**src/rtl/alarm_pkg.sv**
```systemverilog
// rtl/alarm_pkg.sv - shared state encoding and alarm bus field layout
package alarm_pkg;

    typedef enum logic [1:0] {
        IDLE   = 2'b00,
        ACTIVE = 2'b01,
        ACKED  = 2'b10
    } state_t;

    localparam int ACTIVE_BIT = 0;
    localparam int IDX_LSB    = 1;
    localparam int IDX_W      = 3;

    // Alarm bus value while a source owns the output: active flag plus index
    function automatic logic [7:0] make_out(input logic [IDX_W-1:0] idx);
        make_out                    = '0;
        make_out[ACTIVE_BIT]        = 1'b1;
        make_out[IDX_LSB +: IDX_W]  = idx;
    endfunction

endpackage

```
**src/rtl/alarm_arbiter_rr_pick.sv**
```systemverilog
// rtl/alarm_arbiter_rr_pick.sv - round-robin first-set-bit search from a start index
module rr_pick
    import alarm_pkg::*;
#(
    parameter int N_REQ = 4
) (
    input  logic [N_REQ-1:0] req,
    input  logic [IDX_W-1:0] start,
    output logic             valid,
    output logic [IDX_W-1:0] index
);

    // Scan start, start+1, ... modulo N_REQ and keep the first hit
    always_comb begin
        valid = 1'b0;
        index = '0;
        for (int k = 0; k < N_REQ; k++) begin
            if (!valid && |(req & (N_REQ'(1) << ((int'(start) + k) % N_REQ)))) begin
                valid = 1'b1;
                index = IDX_W'((int'(start) + k) % N_REQ);
            end
        end
    end

endmodule

```
**src/rtl/alarm_arbiter.sv**
```systemverilog
// rtl/alarm_arbiter.sv - round-robin time-sliced owner of the shared alarm output bus
module alarm_arbiter
    import alarm_pkg::*;
#(
    parameter int  N_REQ       = 4,
    parameter int  HOLD_CYCLES = 32,
    localparam int CNT_W       = $clog2(HOLD_CYCLES)
) (
    input  logic             clk,
    input  logic             reset,
    input  logic [N_REQ-1:0] req,
    input  logic             ack_pulse,
    output logic [N_REQ-1:0] grant,
    output logic [N_REQ-1:0] ack_o,
    output logic [7:0]       out,
    output logic             busy,
    output logic [CNT_W-1:0] slice_cnt
);

    function automatic logic [N_REQ-1:0] onehot(input logic [IDX_W-1:0] i);
        onehot = N_REQ'(1) << i;
    endfunction

    function automatic logic [IDX_W-1:0] next_idx(input logic [IDX_W-1:0] i);
        next_idx = (int'(i) == N_REQ - 1) ? '0 : i + 1'b1;
    endfunction

    state_t           state, state_n;
    logic [IDX_W-1:0] cur, cur_n;
    logic [IDX_W-1:0] rr_ptr, ptr_n;
    logic [N_REQ-1:0] grant_n, ack_n;
    logic [7:0]       out_n;
    logic [CNT_W-1:0] cnt_n;

    logic             idle_valid, rot_valid;
    logic [IDX_W-1:0] idle_idx, rot_idx;
    logic [N_REQ-1:0] rot_req;
    logic [IDX_W-1:0] rot_start;
    logic             cur_req;
    logic             slice_last;

    // Rotation only considers the other sources, starting just past the owner
    assign rot_req    = req & ~onehot(cur);
    assign rot_start  = next_idx(cur);
    assign cur_req    = |(req & onehot(cur));
    assign slice_last = (slice_cnt == CNT_W'(HOLD_CYCLES - 1));

    rr_pick #(.N_REQ(N_REQ)) u_pick_idle (
        .req   (req),
        .start (rr_ptr),
        .valid (idle_valid),
        .index (idle_idx)
    );

    rr_pick #(.N_REQ(N_REQ)) u_pick_rot (
        .req   (rot_req),
        .start (rot_start),
        .valid (rot_valid),
        .index (rot_idx)
    );

    // Next-state and next-output decode; ack outranks withdrawal outranks slice expiry
    always_comb begin
        state_n = state;
        cur_n   = cur;
        ptr_n   = rr_ptr;
        grant_n = grant;
        ack_n   = '0;
        out_n   = out;
        cnt_n   = slice_cnt;
        case (state)
            IDLE: begin
                grant_n = '0;
                out_n   = '0;
                cnt_n   = '0;
                if (idle_valid) begin
                    state_n = ACTIVE;
                    cur_n   = idle_idx;
                    grant_n = onehot(idle_idx);
                    out_n   = make_out(idle_idx);
                end
            end
            ACTIVE: begin
                if (ack_pulse) begin
                    state_n = ACKED;
                    grant_n = '0;
                    out_n   = '0;
                    cnt_n   = '0;
                    ack_n   = onehot(cur);
                    ptr_n   = next_idx(cur);
                end else if (!cur_req) begin
                    state_n = IDLE;
                    grant_n = '0;
                    out_n   = '0;
                    cnt_n   = '0;
                    ptr_n   = next_idx(cur);
                end else if (slice_last) begin
                    cnt_n = '0;
                    if (rot_valid) begin
                        cur_n   = rot_idx;
                        grant_n = onehot(rot_idx);
                        out_n   = make_out(rot_idx);
                        ptr_n   = next_idx(rot_idx);
                    end
                end else begin
                    cnt_n = slice_cnt + 1'b1;
                end
            end
            ACKED: begin
                state_n = IDLE;
                grant_n = '0;
                out_n   = '0;
                cnt_n   = '0;
            end
            default: begin
                state_n = IDLE;
                grant_n = '0;
                out_n   = '0;
                cnt_n   = '0;
            end
        endcase
    end

    // Register state and every output so the pins never see decode glitches
    always_ff @(posedge clk or posedge reset) begin
        if (reset) begin
            state     <= IDLE;
            cur       <= '0;
            rr_ptr    <= '0;
            grant     <= '0;
            ack_o     <= '0;
            out       <= '0;
            busy      <= 1'b0;
            slice_cnt <= '0;
        end else begin
            state     <= state_n;
            cur       <= cur_n;
            rr_ptr    <= ptr_n;
            grant     <= grant_n;
            ack_o     <= ack_n;
            out       <= out_n;
            busy      <= (state_n != IDLE);
            slice_cnt <= cnt_n;
        end
    end

endmodule

```
**config.mk**
```make
export PLATFORM = sky130hd
export DESIGN_NAME = alarm_arbiter
export DESIGN_NICKNAME = d
export VERILOG_FILES = /design/src/rtl/alarm_pkg.sv /design/src/rtl/alarm_arbiter_rr_pick.sv /design/src/rtl/alarm_arbiter.sv
export SDC_FILE = /design/constraint.sdc
export NUM_CORES = 1
export LEC_CHECK = 0
export CAP_MARGIN = 20
export CORE_MARGIN = 4
export CORE_UTILIZATION = 25
export CTS_BUF_LIST = sky130_fd_sc_hd__clkbuf_8
export DETAILED_ROUTE_END_ITERATION = 10
export PLACE_DENSITY_LB_ADDON = 0.2
export SKIP_CTS_REPAIR_TIMING = 1
export SKIP_LAST_GASP = 1
export SYNTH_ARGS = -nofsm -noshare
export SYNTH_HDL_FRONTEND = slang
export SYNTH_SLANG_ARGS = --single-unit
```
**constraint.sdc**
```tcl
create_clock -name clk -period 5.98 [get_ports clk]
set_input_delay 0.598 -clock clk [delete_from_list [all_inputs] [get_ports clk]]
set_output_delay 0.598 -clock clk [all_outputs]
set_load 0.005 [all_outputs]
```
==> out/metrics.yaml, run 1 <==
critPathBufInv: 1
path_clk_slew_ns: 0.09
pin_count: 29
min_period_ns: 3.08
finalPower_mw: 1.09
remaining_drc_errors: 0
power_frac_comb_pct: 68.5
startpoint_type: "input pin"
worstHoldStart: "out[0]$_DFFE_PP0P_"
via_per_inst: 4.98
slowest_delay_ns: 0.71
gp_congestion: 0.853
area_delta_synth_final_pct: 18.7
cts_tree: "yes"
die_h_um: 91.9
rr_worst_depth: 10
synth_warnings: 0
relSlewSlack_pct: 41.0
dpl.hpwl_mm: 3.30
start_util_pct: 25.8
endpoint_kind: "flop"
path_max_fanout: 10
dieWidth_um: 91.9
grt_usage_pct: 10.8
via_count: 1508
core_mm2: 0.00683
dieArea_mm2: 0.00845
cts-root-buf: "clkbuf_8"
grt_pass1_vias: 1506
cp.arrival_ns: 3.20
grt_pass1_wl_mm: 7.47
setup_viol: 0
drtAntennaViolNets: 0
muxShareOfSynthArea_pct: 0.568
synth_cell_types: 47
antenna_found_initial: 0
tns_ns: 0
maxCapViolCount: 0
path_cells: "clkdlybuf4s50_1 -> nand3b_1 -> and4_1 -> and4_1 -> nor3_1 -> ha_1 -> nand2b_1 -> o22ai_1 -> a22oi_1"
rows: 30
r2r-start: "cur[0]$_DFFE_PP0P_"
power.density_mw_per_mm2: 521
cts_made_buffers: 3
hold_violations: 0
r2r_slack_ns: 2.92
required_ns: 6.10
synth_edf_count: 0
synth_top_family_by_area: "simple AND/OR/NAND/NOR gates"
worst_pin_slew_ns: 0.875
clockBufferDepth: 2
r2r-end: "rr_ptr[1]$_DFFE_PP0P_"
wl_mm: 4.44
wl_per_cell_um: 14.6
clock_latency_ns: 0.27
io_buffer_count: 23
ir_drop_mv: 0.144
critical_path_class: "in2reg"
synth_fa_ha_area_share_pct: 12.8
synth-compound-area-share_pct: 21.5
synthSimpleGateAreaFrac_pct: 25.1
synth_ff_type: "dfrtp_1"
max_freq_ghz: 0.324
syn_area_mm2: 0.00176
crit_family: "simple AND/OR/NAND/NOR gates"
p_seq_share_pct: 22.4
syn_avg_cell_area_um2: 9.37
synth_xor_area_share_pct: 0.994
layout-drive-gt1-share_pct: 5.31
finalMaxSlewViolations: 0
dr.pass1.iters: 4
seq_area_frac_synth_pct: 32.7
grt_setup_unrepaired: "false"
clock-sinks: 23
synth_cells: 188
clock-skew-final_ns: 0.00554
nNetsFinal: 233
slowest_stage: "clkdlybuf4s50_1"
async_flop_share_pct: 100
hold_class: "reg2reg"
switchingPower_mw: 0.525
switching_share_pct: 48.2
n_antenna_cell: 0
holdPathEnd: "out[0]$_DFFE_PP0P_"
internal_power_mw: 0.564
path_common_cell: "and4_1"
status: "finished, final reports clean"
htreeDepth: 1
drtIter0Drc: 87
p_leak_nw: 0.901
period_share_pct: 51.6
grt_remaining_overflow: 0
hold_depth: 1
grt_max_degree: 24
final_core_util_pct: 30.6
pwr-share-clk_pct: 9.1
ys_ff_latch: 23
==> state kept, by name, summed over array words and instances (netlist names) <==
signal and flops:
slice_cnt 5, ack_o 4, grant 4, out 3, cur 2, rr_ptr 2, state 2, busy 1
==> area by class of cell <==
type,count,area [um2]
inverter,7,26.3
tap,96,120
timing repair buffer,23,230
sequential,23,576
clock inverter,1,5.00
fill,762,4740
clock buffer,3,41.3
multi-input combinational,150,1090
==> routing by layer <==
metal,global-route usage (%),vias to the layer above,wire length [um]
li1,-,730,-
met4,2.60,0,36
met3,2.05,4,140
met2,18.4,41,2170
met1,14.1,733,2090
met5,0,-,0
==> power groups by stage <==
stage / clock (mW) / combinational (mW) / sequential, mW
floorplan: 0 / 0.549 / 0.240
global placement: 0 / 0.754 / 0.248
detailed placement: 0 / 0.744 / 0.248
CTS: 0.105 / 0.750 / 0.245
global route: 0.112 / 0.838 / 0.253
finish: 0.0995 / 0.746 / 0.244
==> metrics by stage <==
stage                     area [um2]  setup WS (ns)  hold slack (ns)  std cells
final                           2090           2.90            0.513        303
after global routing            2090           2.66            0.539        303
after CTS                       2090           2.88            0.528        303
after detailed placement        2040           2.60            0.502        299
after global placement          2040           2.63            0.515        299
after floorplan                 1780           3.46            0.479        192
==> synthesized netlist by cell type, types with 2 or more instances <==
cell | number | area share [%]
nor2_1 | 12 | 2.6
and3_1 | 6 | 2.1
nand3b_1 | 17 | 7.2
nand3_1 | 5 | 1.4
a21oi_1 | 5 | 1.4
and2_1 | 3 | 1.1
a211oi_1 | 3 | 1.3
inv_1 | 7 | 1.5
nor3_1 | 5 | 1.4
o21ai_0 | 7 | 2.0
ha_1 | 18 | 13
a22o_1 | 3 | 1.5
a22oi_1 | 9 | 3.8
nor4_1 | 2 | 0.71
o22ai_1 | 3 | 1.1
nand2b_1 | 2 | 0.71
buf_2 | 3 | 0.85
dfrtp_1 | 23 | 33
nand2_1 | 13 | 2.8
a211oi_2 | 2 | 1.4
and4_1 | 4 | 2.0
a21o_1 | 2 | 0.85
buf_4 | 7 | 3.0
a31oi_1 | 2 | 0.71
nand4_1 | 3 | 1.1
==> cell families after synthesis <==
| logic type | Yosys count |
|---|---|
| AO/OA/AOI/OAI | 47 |
| XOR/XNOR | 2 |
| adder cells (fa/ha/maj) | 18 |
| buffers and inverters | 19 |
| flip-flops | 23 |
| multiplexers | 1 |
| other | 1 |
| AND/OR/NAND/NOR | 77 |
==> how the worst max path moves through the flow <==
| stage | from | to | slack [ns] | depth (start not counted) |
|---|---|---|---|---|
| finish | req[3] | rr_ptr[1]$_DFFE_PP0P_ | 2.90 | 9 |
| global route | cur[0]$_DFFE_PP0P_ | rr_ptr[1]$_DFFE_PP0P_ | 2.66 | 10 |
| CTS | cur[0]$_DFFE_PP0P_ | rr_ptr[1]$_DFFE_PP0P_ | 2.88 | 10 |
| detailed placement | req[3] | rr_ptr[1]$_DFFE_PP0P_ | 2.60 | 9 |
| global placement | req[3] | rr_ptr[1]$_DFFE_PP0P_ | 2.63 | 9 |
| floorplan | cur[0]$_DFFE_PP0P_ | rr_ptr[1]$_DFFE_PP0P_ | 3.46 | 10 |
==> cells in the final DEF (no fill, tap or decap), types with 2 or more instances in the layout <==
cell type	count
nor4_1	2
nand2_1	13
clkbuf_8	3
a211oi_2	2
dfrtp_1	23
inv_1	7
o21ai_0	7
ha_1	18
and2_1	3
conb_1	5
a31oi_1	2
a211oi_1	3
nand3_1	5
nor3_1	5
nor2_1	12
nand2b_1	2
and3_1	6
o22ai_1	3
a22oi_1	9
nand4_1	3
a21oi_1	5
a21o_1	2
nand3b_1	17
clkdlybuf4s50_1	23
a22o_1	3
and4_1	4
Note: power is estimated with default switching activity, not from simulation.
==> inputs of run 2 (changes only) <==
- clock period: 5.98 -> 3.1 ns (I/O delays scaled with it)
==> run 2 against run 1 <==
  * Utilization up 0.59 points
  * Sequential share of layout area decreased by 0.52 points
  * Critical path type is now reg2reg
  * Power is 98% higher
  * Sequential cell count did not move
  * Setup slack got worse by 2.5 ns
  * Largest cell class unchanged
  * Worst hold slack lost 0.0067 ns
==> out/metrics.yaml, run 2 (same netlist as run 1, synthesis figures left out) <==
grt_pass1_wl_mm: 7.70  # +3.1%
wl_mm: 4.36  # -1.7%
grt_max_degree: 24  # unchanged
via_count: 1514  # +0.40%
power.density_mw_per_mm2: 1010  # +95%
largest_register_ffs: 5  # unchanged
rows: 30  # unchanged
htreeDepth: 1  # unchanged
cp.arrival_ns: 2.86  # -0.34 ns
dieWidth_um: 91.9  # unchanged
clock-skew-final_ns: 0.00671  # +0.00117 ns
io_buffer_count: 23  # unchanged
grt_pass1_vias: 1622  # +7.7%
dr.pass1.iters: 4  # unchanged
final_cells: 308  # +1.7%
path_clk_slew_ns: 0.09  # about the same
grt_remaining_overflow: 0  # unchanged
finalMaxSlewViolations: 0  # unchanged
r2r_slack_ns: 0.39  # -2.53 ns
reg_top3: "slice_cnt (5), ack_o (4), grant (4)"
gp_congestion: 0.800  # -6.3%
hold_class: "reg2reg"
clockBufferDepth: 2  # unchanged
cts_tree: "yes"
endpoint_kind: "flop"
worstHoldStart: "out[0]$_DFFE_PP0P_"
grt_setup_unrepaired: "false"
drtAntennaViolNets: 0  # unchanged
hold_violations: 0  # unchanged
place_inst: 304  # +1.7%
clock_latency_ns: 0.27  # about the same
top_register: "slice_cnt"
start_util_pct: 25.8  # unchanged
die_h_um: 91.9  # unchanged
drtIter0Drc: 89  # +2.3%
path_max_fanout: 8  # -2
worst_pin_slew_ns: 0.879  # +0.00313 ns
setup_viol: 0  # unchanged
layout-drive-gt1-share_pct: 7.55  # +2.2 points
place_ws_ns: 0.378  # -2.22 ns
n_antenna_cell: 0  # unchanged
min_period_ns: 2.71
r2r-end: "rr_ptr[1]$_DFFE_PP0P_"
antenna_found_initial: 0  # unchanged
relSlewSlack_pct: 41.4  # +0.36 points
wl_per_cell_um: 14.2  # -3.3%
hold_depth: 1  # unchanged
nNetsFinal: 238  # +2.1%
core_mm2: 0.00683  # unchanged
pin_count: 29  # unchanged
ir_drop_mv: 0.278  # +93%
clock-sinks: 23  # unchanged
cts-root-buf: "clkbuf_8"
fin_ws_ns: 0.389  # -2.51 ns
p_leak_nw: 0.921  # +2.1%
via_per_inst: 4.92  # -1.2%
remaining_drc_errors: 0  # unchanged
max_freq_ghz: 0.369
rr_worst_depth: 10  # unchanged
period_share_pct: 87.4
status: "finished, final reports clean"
dpl.hpwl_mm: 3.29  # -0.22%
required_ns: 3.25  # -2.85 ns
cts_made_buffers: 3  # unchanged
startpoint_type: "flop"
dieArea_mm2: 0.00845  # unchanged
holdPathEnd: "out[0]$_DFFE_PP0P_"
critical_path_class: "reg2reg"
layout_common_cells: "dfrtp_1 (23), clkdlybuf4s50_1 (23), ha_1 (18), nand3b_1 (17), nand2_1 (13)"
tns_ns: 0  # unchanged
r2r-start: "cur[0]$_DFFE_PP0P_"
grt_usage_pct: 10.9  # +0.031 points
area_delta_synth_final_pct: 21.0
maxCapViolCount: 0  # unchanged
[run 2: cell count changes in the layout (fill, tap and decap cells not counted), sizes merged]
cell / before / now
clkinvlp: 0 / 1
buf: 0 / 5
clkinv: 1 / 0
[run 2: worst max-delay path, stage by stage, from the launching register on]
cell and delay (ns):
dfrtp_1 0.51, inv_1 0.17, ha_1 0.31, nand3b_1 0.20, and4_1 0.25, and4_1 0.20
nor3_1 0.31, ha_1 0.29, nand2b_1 0.13, o22ai_1 0.13, a22oi_1 0.08
[run 2: worst max path at each step]
stage	startpoint	to	cells past startpoint
CTS	cur[0]$_DFFE_PP0P_	rr_ptr[1]$_DFFE_PP0P_	10
floorplan	cur[0]$_DFFE_PP0P_	rr_ptr[1]$_DFFE_PP0P_	10
global placement	req[1]	rr_ptr[1]$_DFFE_PP0P_	9
global route	cur[0]$_DFFE_PP0P_	grant[0]$_DFFE_PP0P_	10
finish	cur[0]$_DFFE_PP0P_	rr_ptr[1]$_DFFE_PP0P_	10
detailed placement	req[3]	rr_ptr[1]$_DFFE_PP0P_	9
[run 2: stage by stage]
stage	hold slack (ns)	utilization [%]	power (mW)	instance area [um2]
5_1_grt	0.540	31.2	2.39	2130
3_3_place_gp	0.490	30.5	2.00	2080
3_5_place_dp	0.487	30.5	1.97	2080
2_1_floorplan	0.312	-	1.52	1780
6_report	0.506	31.2	2.16	2130
4_1_cts	0.513	31.2	2.18	2130
[run 2: report_power, final]
group	total (mW)	leakage (nW)	internal [mW]	switching, mW
logic	1.49	0.599	0.662	0.833
clock network	0.196	0.0217	0.0910	0.105
registers	0.468	0.300	0.390	0.0784
[run 2: cell type report]
| type | count | area [um2] |
|---|---|---|
| clock buffer | 3 | 41.3 |
| sequential | 23 | 576 |
| inverter | 7 | 26.3 |
| timing repair buffer | 28 | 268 |
| clock inverter | 1 | 7.51 |
| tap | 96 | 120 |
| fill | 749 | 4700 |
| multi-input combinational | 150 | 1090 |
[run 2: layer usage]
layer,GRT usage [%],wire length (um),vias up
li1,-,-,734
met1,14.3,2050,737
met2,19.2,2140,41
met3,2.05,161,2
met4,0.743,13,0
met5,0,0,-
==> inputs of run 3 (changes only) <==
==> constraint.sdc (replaced) <==
create_clock -name clk -period 3.1 [get_ports clk]
set_input_delay 0.465 -clock clk [delete_from_list [all_inputs] [get_ports clk]]
set_output_delay 0.465 -clock clk [all_outputs]
set_load 0.005 [all_outputs]
==> run 3 against run 2 <==
  * Clock skew down 0.0027 ns
  * Wire length rose by 1.0%
  * Fmax is 1.3% lower
  * Worst hold slack lost 0.0011 ns
  * Sequential power is essentially flat
  * Via count is 2.8% lower
  * Register-to-register slack got worse by 0.04 ns
  * Largest cell class unchanged
==> out/metrics.yaml, run 3 (same netlist as run 1, synthesis figures left out) <==
slowest_stage: "dfrtp_1"
rows: 30  # unchanged
antenna_found_initial: 0  # unchanged
period_share_pct: 88.6  # +1.2 points
layout_common_cells: "dfrtp_1 (23), clkdlybuf4s50_1 (23), ha_1 (18), nand3b_1 (17), nand2_1 (13)"
grt_remaining_overflow: 0  # unchanged
hold_violations: 0  # unchanged
clock-sinks: 23  # unchanged
grt_pass1_wl_mm: 7.34  # -4.7%
start_util_pct: 25.8  # unchanged
path_cells: "inv_1 -> ha_1 -> nand3b_1 -> and4_1 -> and4_1 -> nor3_1 -> ha_1 -> nand2b_1 -> o22ai_1 -> a22oi_1"
fin_ws_ns: 0.352  # -0.0368 ns
htreeDepth: 1  # unchanged
finalMaxSlewViolations: 0  # unchanged
area_delta_synth_final_pct: 20.7
tns_ns: 0  # unchanged
whs_ns: 0.505  # -0.00108 ns
endpoint_kind: "flop"
clock_latency_ns: 0.26  # about the same
remaining_drc_errors: 0  # unchanged
place_ws_ns: 0.181  # -0.197 ns
largest_register_ffs: 5  # unchanged
grt_setup_unrepaired: "false"
gp_congestion: 0.795  # -0.55%
setup_viol: 0  # unchanged
hold_class: "reg2reg"
n_antenna_cell: 0  # unchanged
worst_pin_slew_ns: 0.887  # +0.00832 ns
die_h_um: 91.9  # unchanged
p_seq_share_pct: 21.6  # about the same
layout-drive-gt1-share_pct: 7.08  # -0.47 points
switching_share_pct: 47.1  # about the same
pin_count: 29  # unchanged
critical_path_class: "reg2reg"
grt_usage_pct: 10.6  # -0.22 points
clock-skew-final_ns: 0.00405  # -0.00266 ns
startpoint_type: "flop"
core_mm2: 0.00683  # unchanged
p_leak_nw: 0.926  # +0.56%
nNetsFinal: 238  # unchanged
drtAntennaViolNets: 0  # unchanged
status: "finished, final reports clean"
dpl.hpwl_mm: 3.27  # -0.57%
slowest_delay_ns: 0.50  # about the same
crit_family: "simple AND/OR/NAND/NOR gates"
final_cells: 308  # unchanged
grt_pass1_vias: 1479  # -8.8%
power_frac_comb_pct: 69.7  # +0.5 points
cp.arrival_ns: 2.90  # +0.04 ns
top_register: "slice_cnt"
cts_tree: "yes"
wl_mm: 4.40  # +1.0%
cts_made_buffers: 3  # unchanged
critPathBufInv: 1  # unchanged
switchingPower_mw: 1.02  # about the same
relSlewSlack_pct: 40.8  # -0.56 points
cts-root-buf: "clkbuf_8"
reg_top3: "slice_cnt (5), ack_o (4), grant (4)"
via_per_inst: 4.78  # -2.8%
power.density_mw_per_mm2: 1020  # +0.29%
via_count: 1471  # -2.8%
final_core_util_pct: 31.1  # -0.055 points
path_clk_slew_ns: 0.09  # about the same
clockBufferDepth: 2  # unchanged
pwr-share-clk_pct: 8.7  # -0.4 points
wl_per_cell_um: 14.3  # +1.0%
dieWidth_um: 91.9  # unchanged
dr.pass1.iters: 4  # unchanged
ir_drop_mv: 0.301  # +8.2%
dieArea_mm2: 0.00845  # unchanged
min_period_ns: 2.75  # +0.0368 ns
path_max_fanout: 8  # unchanged
drtIter0Drc: 104  # +17%
internal_power_mw: 1.14  # +0.13%
required_ns: 3.25  # about the same
maxCapViolCount: 0  # unchanged
max_freq_ghz: 0.364  # -1.3%
place_inst: 304  # unchanged
grt_max_degree: 24  # unchanged
io_buffer_count: 23  # unchanged
run 3: changes by cell type in the layout (fill, tap and decap cells not counted), sizes merged:
cell / before / now
clkinvlp: 1 / 0
inv: 7 / 8
run 3: metrics by stage:
| step | instance area (um2) | total power, mW |
|---|---|---|
| after floorplan | 1780 | 1.52 |
| after global placement | 2080 | 2.00 |
| after detailed placement | 2080 | 1.98 |
| after CTS | 2130 | 2.18 |
| after global routing | 2130 | 2.37 |
| final | 2130 | 2.16 |
run 3: routing by layer:
metal | vias to the layer above | wire, um | track usage (%)
met1 | 705 | 2200 | 14.5
met5 | - | 0 | 0
met3 | 2 | 80 | 1.72
li1 | 741 | - | -
met4 | 0 | 13 | 1.11
met2 | 23 | 2110 | 18.2
run 3: cell type report:
cell class                      instances  area, um2
Multi-Input combinational cell        150       1090
Clock inverter                          1       3.75
Clock buffer                            3       41.3
Timing Repair Buffer                   28        268
Fill cell                             752       4700
Tap cell                               96        120
Sequential cell                        23        576
Inverter                                7       26.3
run 3: worst paths after layout:
| check | from | end | slack, ns | cells past startpoint |
|---|---|---|---|---|
| max in group asynchronous | reset | out[0]$_DFFE_PP0P_ | 1.87 | 2 |
| min | out[0]$_DFFE_PP0P_ | out[0]$_DFFE_PP0P_ | 0.51 | 1 |
| max reg2reg | cur[0]$_DFFE_PP0P_ | rr_ptr[1]$_DFFE_PP0P_ | 0.35 | 10 |
| max | cur[0]$_DFFE_PP0P_ | rr_ptr[1]$_DFFE_PP0P_ | 0.35 | 10 |
| min reg2reg | out[0]$_DFFE_PP0P_ | out[0]$_DFFE_PP0P_ | 0.51 | 1 |
| min in group asynchronous | reset | slice_cnt[1]$_DFF_PP0_ | 0.68 | 2 |
run 3: worst reg2reg max path, stage by stage (launching register included):
cell and delay [ns]:
dfrtp_1 0.50, inv_1 0.17, ha_1 0.32, nand3b_1 0.20, and4_1 0.27, and4_1 0.20
nor3_1 0.31, ha_1 0.30, nand2b_1 0.14, o22ai_1 0.13, a22oi_1 0.08
run 3: power by group through the flow:
stage	combinational (mW)	sequential, mW	clock (mW)
floorplan	1.06	0.463	0
global placement	1.53	0.476	0
detailed placement	1.50	0.476	0
CTS	1.51	0.471	0.199
global route	1.68	0.483	0.210
finish	1.51	0.467	0.187
